--- src/rtl/findblack_scan.sv ---
// ============================================================================
// findblack_scan
// ----------------------------------------------------------------------------
// Purpose:
//   Scans a rectangular window of the pixel SRAM for the first black (1)
//   pixel. The window is rows x cols words starting at base_addr, with
//   consecutive rows stride words apart. Each word holds PIX_PER_WORD 1-bit
//   pixels. The scan walks the window in row-major order (col_major=0) or
//   column-major order (col_major=1), and issues one SRAM read per cycle.
//   Read data comes back RD_LAT cycles later and is checked in arrival
//   order. The first non-zero word reported is therefore the first hit in
//   scan order. The block reports the hit word address, the pixel index
//   inside that word, and the row and column of the hit word.
//
// Parameters:
//   AW            SRAM address width
//   PIX_PER_WORD  pixels per SRAM word (power of 2, >= 2)
//   DIMW          width of the rows/cols/row/col fields
//   RD_LAT        SRAM read latency in cycles (1..3)
//
// Ports:
//   clk          clock
//   rst          synchronous active-high reset
//   start        one-cycle scan request, honoured only while idle
//   abort        cancels a running scan with no done pulse
//   base_addr    window origin word address
//   rows, cols   window size in words
//   stride       address step between rows
//   col_major    0: columns form the inner loop, 1: rows form the inner loop
//   bit_order    0: pixel priority 0,1,2,3..  1: pair-swapped 1,0,3,2..
//   sram_rdata   SRAM read data, valid RD_LAT cycles after sram_ren
//   sram_ren     SRAM read enable
//   sram_raddr   SRAM read address
//   busy         scan in progress
//   done         one-cycle completion pulse
//   found        a black pixel was found (held until the next start)
//   hit_addr     word address of the hit
//   hit_idx      pixel index of the hit inside its word
//   hit_row      window row of the hit word
//   hit_col      window column of the hit word
//   hit_cnt      (FINDBLACK_POPCNT_EN only) number of black pixels in the
//                hit word
//
// Configuration macro:
//   FINDBLACK_POPCNT_EN  when defined, adds the hit_cnt output and the
//                        popcount logic behind it.
// ============================================================================
module findblack_scan #(
    parameter int AW           = 8,
    parameter int PIX_PER_WORD = 4,
    parameter int DIMW         = 4,
    parameter int RD_LAT       = 1
) (
    input  logic                            clk,
    input  logic                            rst,
    input  logic                            start,
    input  logic                            abort,
    input  logic [AW-1:0]                   base_addr,
    input  logic [DIMW-1:0]                 rows,
    input  logic [DIMW-1:0]                 cols,
    input  logic [AW-1:0]                   stride,
    input  logic                            col_major,
    input  logic                            bit_order,
    input  logic [PIX_PER_WORD-1:0]         sram_rdata,
    output logic                            sram_ren,
    output logic [AW-1:0]                   sram_raddr,
    output logic                            busy,
    output logic                            done,
    output logic                            found,
    output logic [AW-1:0]                   hit_addr,
    output logic [$clog2(PIX_PER_WORD)-1:0] hit_idx,
    output logic [DIMW-1:0]                 hit_row,
    output logic [DIMW-1:0]                 hit_col
`ifdef FINDBLACK_POPCNT_EN
    ,
    output logic [$clog2(PIX_PER_WORD):0]   hit_cnt
`endif
);

    localparam int IW = $clog2(PIX_PER_WORD);

    typedef enum logic [1:0] {
        IDLE,
        ISSUE,
        DRAIN,
        DONE
    } state_t;

    state_t state;

    // Configuration captured at start, so the inputs may change mid-scan.
    logic            cfg_col_major;
    logic            cfg_bit_order;
    logic [AW-1:0]   inner_step;
    logic [AW-1:0]   outer_step;
    logic [DIMW-1:0] inner_lim;
    logic [DIMW-1:0] outer_lim;

    // Scan position. outer_base is the address of the first word of the
    // current outer line, so each address is reached by adding a step.
    // No multiplier is needed.
    logic [DIMW-1:0] inner_cnt;
    logic [DIMW-1:0] outer_cnt;
    logic [AW-1:0]   outer_base;
    logic            ren_q;

    // Tag pipe. Stage j holds the (addr,row,col) of the read issued j cycles
    // ago. Stage RD_LAT therefore lines up with the data arriving now.
    logic            tag_v    [1:RD_LAT];
    logic [AW-1:0]   tag_addr [1:RD_LAT];
    logic [DIMW-1:0] tag_row  [1:RD_LAT];
    logic [DIMW-1:0] tag_col  [1:RD_LAT];

    logic            eval_hit;
    logic            pipe_busy;
    logic            last_word;
    logic            inner_last;
    logic [DIMW-1:0] cur_row;
    logic [DIMW-1:0] cur_col;
    logic [AW-1:0]   next_outer_base;

    // This function returns the highest-priority set pixel. The loop walks
    // priority positions from lowest to highest priority, so the last match
    // is the winner. In pair-swapped order, position p maps to pixel p^1.
    function automatic logic [IW-1:0] first_idx(input logic [PIX_PER_WORD-1:0] w,
                                                 input logic swap);
        logic [IW-1:0] idx;
        logic [IW-1:0] i;
        idx = '0;
        for (int p = PIX_PER_WORD - 1; p >= 0; p--) begin
            i = IW'(p);
            if (swap) begin
                i[0] = ~i[0];
            end
            if (w[i]) begin
                idx = i;
            end
        end
        return idx;
    endfunction

`ifdef FINDBLACK_POPCNT_EN
    function automatic logic [IW:0] popcnt(input logic [PIX_PER_WORD-1:0] w);
        logic [IW:0] n;
        n = '0;
        for (int k = 0; k < PIX_PER_WORD; k++) begin
            n = n + (IW + 1)'(w[k]);
        end
        return n;
    endfunction
`endif

    // This logic decodes the scan position and the incoming data.
    // sram_ren is gated by a hit arriving this cycle. Without the gate, the
    // read that would follow a hit reaches the SRAM.
    always_comb begin
        cur_row         = cfg_col_major ? inner_cnt : outer_cnt;
        cur_col         = cfg_col_major ? outer_cnt : inner_cnt;
        inner_last      = (inner_cnt == inner_lim - DIMW'(1));
        last_word       = inner_last && (outer_cnt == outer_lim - DIMW'(1));
        next_outer_base = outer_base + outer_step;
        eval_hit        = tag_v[RD_LAT] && (|sram_rdata);
        sram_ren        = ren_q && !eval_hit;
        pipe_busy       = 1'b0;
        for (int j = 1; j <= RD_LAT; j++) begin
            pipe_busy = pipe_busy | tag_v[j];
        end
    end

    // This block holds the main FSM, the address generator, the tag pipe and
    // the result registers. An abort outside IDLE is applied last, so it
    // overrides whatever the state logic did this cycle, including a hit.
    always_ff @(posedge clk) begin
        if (rst) begin
            state         <= IDLE;
            ren_q         <= 1'b0;
            sram_raddr    <= '0;
            busy          <= 1'b0;
            done          <= 1'b0;
            found         <= 1'b0;
            hit_addr      <= '0;
            hit_idx       <= '0;
            hit_row       <= '0;
            hit_col       <= '0;
`ifdef FINDBLACK_POPCNT_EN
            hit_cnt       <= '0;
`endif
            cfg_col_major <= 1'b0;
            cfg_bit_order <= 1'b0;
            inner_step    <= '0;
            outer_step    <= '0;
            inner_lim     <= '0;
            outer_lim     <= '0;
            inner_cnt     <= '0;
            outer_cnt     <= '0;
            outer_base    <= '0;
            for (int j = 1; j <= RD_LAT; j++) begin
                tag_v[j]    <= 1'b0;
                tag_addr[j] <= '0;
                tag_row[j]  <= '0;
                tag_col[j]  <= '0;
            end
        end else begin
            done <= 1'b0;

            tag_v[1]    <= sram_ren;
            tag_addr[1] <= sram_raddr;
            tag_row[1]  <= cur_row;
            tag_col[1]  <= cur_col;
            for (int j = 2; j <= RD_LAT; j++) begin
                tag_v[j]    <= tag_v[j-1];
                tag_addr[j] <= tag_addr[j-1];
                tag_row[j]  <= tag_row[j-1];
                tag_col[j]  <= tag_col[j-1];
            end

            case (state)
                IDLE: begin
                    if (start && !abort) begin
                        cfg_col_major <= col_major;
                        cfg_bit_order <= bit_order;
                        inner_step    <= col_major ? stride : AW'(1);
                        outer_step    <= col_major ? AW'(1) : stride;
                        inner_lim     <= col_major ? rows : cols;
                        outer_lim     <= col_major ? cols : rows;
                        inner_cnt     <= '0;
                        outer_cnt     <= '0;
                        outer_base    <= base_addr;
                        sram_raddr    <= base_addr;
                        found         <= 1'b0;
                        hit_addr      <= '0;
                        hit_idx       <= '0;
                        hit_row       <= '0;
                        hit_col       <= '0;
`ifdef FINDBLACK_POPCNT_EN
                        hit_cnt       <= '0;
`endif
                        if (rows == '0 || cols == '0) begin
                            done  <= 1'b1;
                            state <= DONE;
                        end else begin
                            busy  <= 1'b1;
                            ren_q <= 1'b1;
                            state <= ISSUE;
                        end
                    end
                end

                ISSUE, DRAIN: begin
                    if (eval_hit) begin
                        found    <= 1'b1;
                        hit_addr <= tag_addr[RD_LAT];
                        hit_idx  <= first_idx(sram_rdata, cfg_bit_order);
                        hit_row  <= tag_row[RD_LAT];
                        hit_col  <= tag_col[RD_LAT];
`ifdef FINDBLACK_POPCNT_EN
                        hit_cnt  <= popcnt(sram_rdata);
`endif
                        done     <= 1'b1;
                        busy     <= 1'b0;
                        ren_q    <= 1'b0;
                        state    <= DONE;
                        for (int j = 1; j <= RD_LAT; j++) begin
                            tag_v[j] <= 1'b0;
                        end
                    end else if (state == ISSUE) begin
                        if (last_word) begin
                            ren_q <= 1'b0;
                            state <= DRAIN;
                        end else if (inner_last) begin
                            inner_cnt  <= '0;
                            outer_cnt  <= outer_cnt + DIMW'(1);
                            outer_base <= next_outer_base;
                            sram_raddr <= next_outer_base;
                        end else begin
                            inner_cnt  <= inner_cnt + DIMW'(1);
                            sram_raddr <= sram_raddr + inner_step;
                        end
                    end else if (!pipe_busy) begin
                        done  <= 1'b1;
                        busy  <= 1'b0;
                        state <= DONE;
                    end
                end

                DONE: begin
                    state <= IDLE;
                end

                default: begin
                    state <= IDLE;
                end
            endcase

            if (abort && state != IDLE) begin
                state    <= IDLE;
                busy     <= 1'b0;
                done     <= 1'b0;
                ren_q    <= 1'b0;
                found    <= 1'b0;
                hit_addr <= '0;
                hit_idx  <= '0;
                hit_row  <= '0;
                hit_col  <= '0;
`ifdef FINDBLACK_POPCNT_EN
                hit_cnt  <= '0;
`endif
                for (int j = 1; j <= RD_LAT; j++) begin
                    tag_v[j] <= 1'b0;
                end
            end
        end
    end

endmodule

--- config.mk ---
export PLATFORM = sky130hd
export DESIGN_NAME = findblack_scan
export DESIGN_NICKNAME = d
export VERILOG_FILES = /design/src/rtl/findblack_scan.sv
export SDC_FILE = /design/constraint.sdc
export NUM_CORES = 1
export LEC_CHECK = 0
export ABC_CLOCK_PERIOD_IN_PS = 2200
export BUFFER_PORTS_ARGS = -buffer_cell sky130_fd_sc_hd__buf_2
export CAP_MARGIN = 25
export CORE_ASPECT_RATIO = 2
export CORE_MARGIN = 2
export CORE_UTILIZATION = 40
export CTS_BUF_LIST = sky130_fd_sc_hd__clkbuf_4
export DETAILED_ROUTE_END_ITERATION = 6
export PLACE_DENSITY = 0.63
export SYNTH_ARGS = -nofsm -noshare
export SYNTH_HDL_FRONTEND = slang
export SYNTH_SLANG_ARGS = --single-unit
--- constraint.sdc ---
create_clock -name clk -period 2.2 [get_ports clk]
set_input_delay 0.55 -clock clk [delete_from_list [all_inputs] [get_ports clk]]
set_output_delay 0.55 -clock clk [all_outputs]
set_load 0.01 [all_outputs]
==> flow_summary.json <==
{
  "synth_area_leaders": "dfxtp_1 (38%), ha_1 (6.5%), a21oi_1 (5.9%)",
  "grt_pass1_wl_um": 20290,
  "drcViolationCount": 0,
  "syn_nets": 622,
  "r2r_slack_ps": 20,
  "die_y_um": 158.7,
  "timing.slew.headroom_pct": 44.97,
  "grt_start_max_net_pins": 47,
  "vias": 4365,
  "finClkSkew_ps": 14.58,
  "vias_per_cell": 5.336,
  "cellPowerDensity_nw_per_um2": 919.7,
  "maxCapViolCount": 0,
  "path_max_fanout": 7,
  "critPathArrivalTime_ps": 2580,
  "min_path_type": "input port to register",
  "ioPinCount": 64,
  "fill_cells": 1110,
  "wirelength_um": 12690,
  "synthCells": 561,
  "fmax_mhz": 457.7,
  "dieArea_sq_um": 12910,
  "dp_hpwl_um": 9761,
  "antenna_found_initial": 1,
  "portBuffers": 63,
  "first_pass_iters": 4,
  "drive_above_1_share_pct": 30.21,
  "cp_slowest_cell": "or3_4",
  "setup_viol": 0,
  "gr-usage-all-layers_pct": 20.32,
  "cp.required_ps": 2600,
  "end_kind": "register",
  "core-area_sq_um": 11700,
  "cts-root-buf": "clkbuf_4",
  "fin_ws_ps": 15.25,
  "num-nets-final": 728,
  "htreeDepth": 3,
  "synth_edf_count": 0,
  "finalMaxSlewViolations": 0,
  "die_x_um": 81.35,
  "finalNonFillerCells": 818,
  "dpl_worst_slack_ps": -444.0,
  "cts.path.max_buffers": 2,
  "synth.cell_area_sq_um": 4786,
  "drt_iter0_drc": 167,
  "worst_pin_slew_ps": 814.8,
  "status": "finished, final reports clean",
  "overflow": 0,
  "async_flop_share_pct": 0,
  "yosysSeqAreaShare_pct": 38.07,
  "avgSynthCellArea_sq_um": 8.531,
  "start_util_pct": 40.90,
  "cp_cell_sequence": "inv_2 > ha_4 > xnor2_4 > nor3_4 > buf_4 > nand4_1 > a2bb2oi_4 > buf_6 > or3_4 > a21oi_4",
  "placed_cells_incl_taps": 792,
  "rsz0062_at_grt": "true",
  "gp_congestion": 0.9045,
  "drtAntennaViolNets": 0,
  "wl_per_cell_um": 15.51,
  "grt_pass1_vias": 4259,
  "p_leak_nw": 2.507,
  "cts_hold_buf": 0,
  "period_needed_ps": 2185,
  "synth_top_area_share_pct": 38.07,
  "cts.sinks": 91,
  "critPathLaunchType": "register",
  "synth_cell_type_count": 63,
  "insertion_delay_ps": 460,
  "synth_ff_type": "dfxtp_1",
  "peakVddDrop_uv": 336.1,
  "cts.clk_slew.worst_paths_ps": 140,
  "ys_seq_elements": 91,
  "hold_viol_final": 0,
  "synth.yosys.warnings": 0,
  "period_share_pct": 99.31,
  "crit_type": "register to register",
  "rows": 56,
  "area_growth_pct": 26.88,
  "yosysTopAreaCell": "dfxtp_1",
  "cts_tree": "built",
  "slowest_delay_ps": 380,
  "cts_inserted_buffers": 9
}
cell families (layout without fill, tap and decap cells):
kind of cell	count (synthesis)	after routing	share of synthesized area, %
AOI/OAI and AO/OA	144	144	19.53
muxes	31	31	6.693
DFF	91	91	38.07
other	0	1	0
xor gates and xnor gates	19	19	3.791
buffers and inverters	58	169	5.176
and+or+nand+nor	191	191	19.37
adders and majority gates	27	27	7.373
report_power, final:
group	switching, W	internal [W]	total [W]	leakage (nW)
combinational	0.00144	0.00117	0.00261	1.69
sequential	0.000155	0.00187	0.00202	0.744
clock	0.000601	0.000352	0.000953	0.0725
total	0.00219	0.00339	0.00558	2.51
critical path, delay by kind of cell (launching register included):
family                   cells  cell delay (ps)
flip-flops                   1              360
XOR/XNOR                     1              130
AND/OR/NAND/NOR              3              740
AO/OA/AOI/OAI                2              340
adder cells (fa/ha/maj)      1              250
buffers and inverters        3              320
registers in the layout, summed over array words and instances (netlist names):
name           cells
hit_addr           8
inner_step         8
outer_base         8
outer_step         8
sram_raddr         8
tag_addr           8
hit_col            4
hit_row            4
inner_cnt          4
inner_lim          4
outer_cnt          4
outer_lim          4
tag_col            4
tag_row            4
hit_idx            2
state              2
busy               1
cfg_bit_order      1
cfg_col_major      1
done               1
found              1
ren_q              1
tag_v              1
layout by cell type (no fill, tap or decap), types with 3 or more instances in the layout:
cell type,count
nor2b_1,12
inv_2,3
o21ai_0,16
a21o_1,7
or3_1,4
xnor2_1,8
o21ai_1,5
ha_1,21
ha_4,4
dfxtp_1,81
nand3b_1,7
mux2i_1,26
a21oi_1,52
clkbuf_4,9
o21a_1,6
a211oi_1,19
buf_4,61
nand2b_1,3
nand3_1,29
a21oi_2,3
buf_2,63
a2111oi_2,3
buf_6,4
mux2_2,4
xor2_1,7
inv_1,20
nor2_1,46
nor3_1,12
o21bai_1,4
nor3b_1,3
dfxtp_2,10
nand2_1,53
per-stage QoR:
stage	hold slack, ps	total power [W]	instance area (sq um)	utilization (%)	TNS [ps]
after CTS	285.8	0.005354	5781	49.40	-240.3
after global routing	309.2	0.005950	6072	51.89	-416.1
after global placement	438.0	0.004305	5588	47.75	-1852
after detailed placement	442.5	0.004351	5588	47.75	-2144
after floorplan	435.6	0.003491	4793	-	0
final	311.3	0.005584	6072	51.89	0
Yosys cell counts, types with 2 or more instances:
| library cell | instances |
|---|---|
| nor3_2 | 2 |
| nand3_1 | 29 |
| dfxtp_1 | 91 |
| a211oi_1 | 21 |
| a221oi_1 | 4 |
| buf_4 | 2 |
| nand2b_1 | 3 |
| o311ai_0 | 4 |
| nor4_1 | 3 |
| fa_1 | 2 |
| buf_1 | 6 |
| ha_1 | 25 |
| or4_1 | 2 |
| a21oi_1 | 56 |
| nand2_1 | 54 |
| o31a_1 | 2 |
| nand3b_1 | 7 |
| o21bai_1 | 4 |
| o21ai_0 | 21 |
| a21o_1 | 7 |
| o21a_1 | 6 |
| inv_1 | 23 |
| nor3b_1 | 3 |
| xor2_1 | 7 |
| nor2b_1 | 15 |
| nor3_1 | 13 |
| xnor2_1 | 11 |
| nor2_1 | 46 |
| clkbuf_1 | 22 |
| or3_1 | 5 |
| mux2i_1 | 26 |
| a2111oi_0 | 3 |
| buf_2 | 3 |
| mux2_2 | 4 |
area by class of cell:
cell class | instances | area [sq um] | share of cell area, %
Inverter | 23 | 86.33 | 1.422
Clock inverter | 7 | 76.32 | 1.257
Tap cell | 145 | 181.4 | 2.988
Multi-Input combinational cell | 412 | 2965 | 48.84
Antenna cell | 1 | 2.502 | 0.04121
Timing Repair Buffer | 130 | 858.3 | 14.14
Clock buffer | 9 | 67.56 | 1.113
Sequential cell | 91 | 1834 | 30.21
layer usage:
layer	track usage [%]	vias to the layer above	wire length, um
li1	-	2202	-
met1	21.13	2049	4818
met2	38.33	81	7129
met3	2.778	33	324
met4	10.01	0	412
met5	0	-	0
worst paths after layout:
| check | depth (start not counted) | endpoint | from |
|---|---|---|---|
| min | 3 | cfg_bit_order | bit_order |
| min reg2reg | 2 | hit_col[3] | hit_col[3] |
| max | 10 | outer_cnt[3] | inner_lim[0] |
| max reg2reg | 10 | outer_cnt[3] | inner_lim[0] |
timing repair:
item	CTS	global route
gates resized for setup	13	53
pin swaps	2	14
gates cloned	0	0
endpoints found under the setup margin	15	42
buffers inserted	1	8
(Power assumes the default switching activity.)
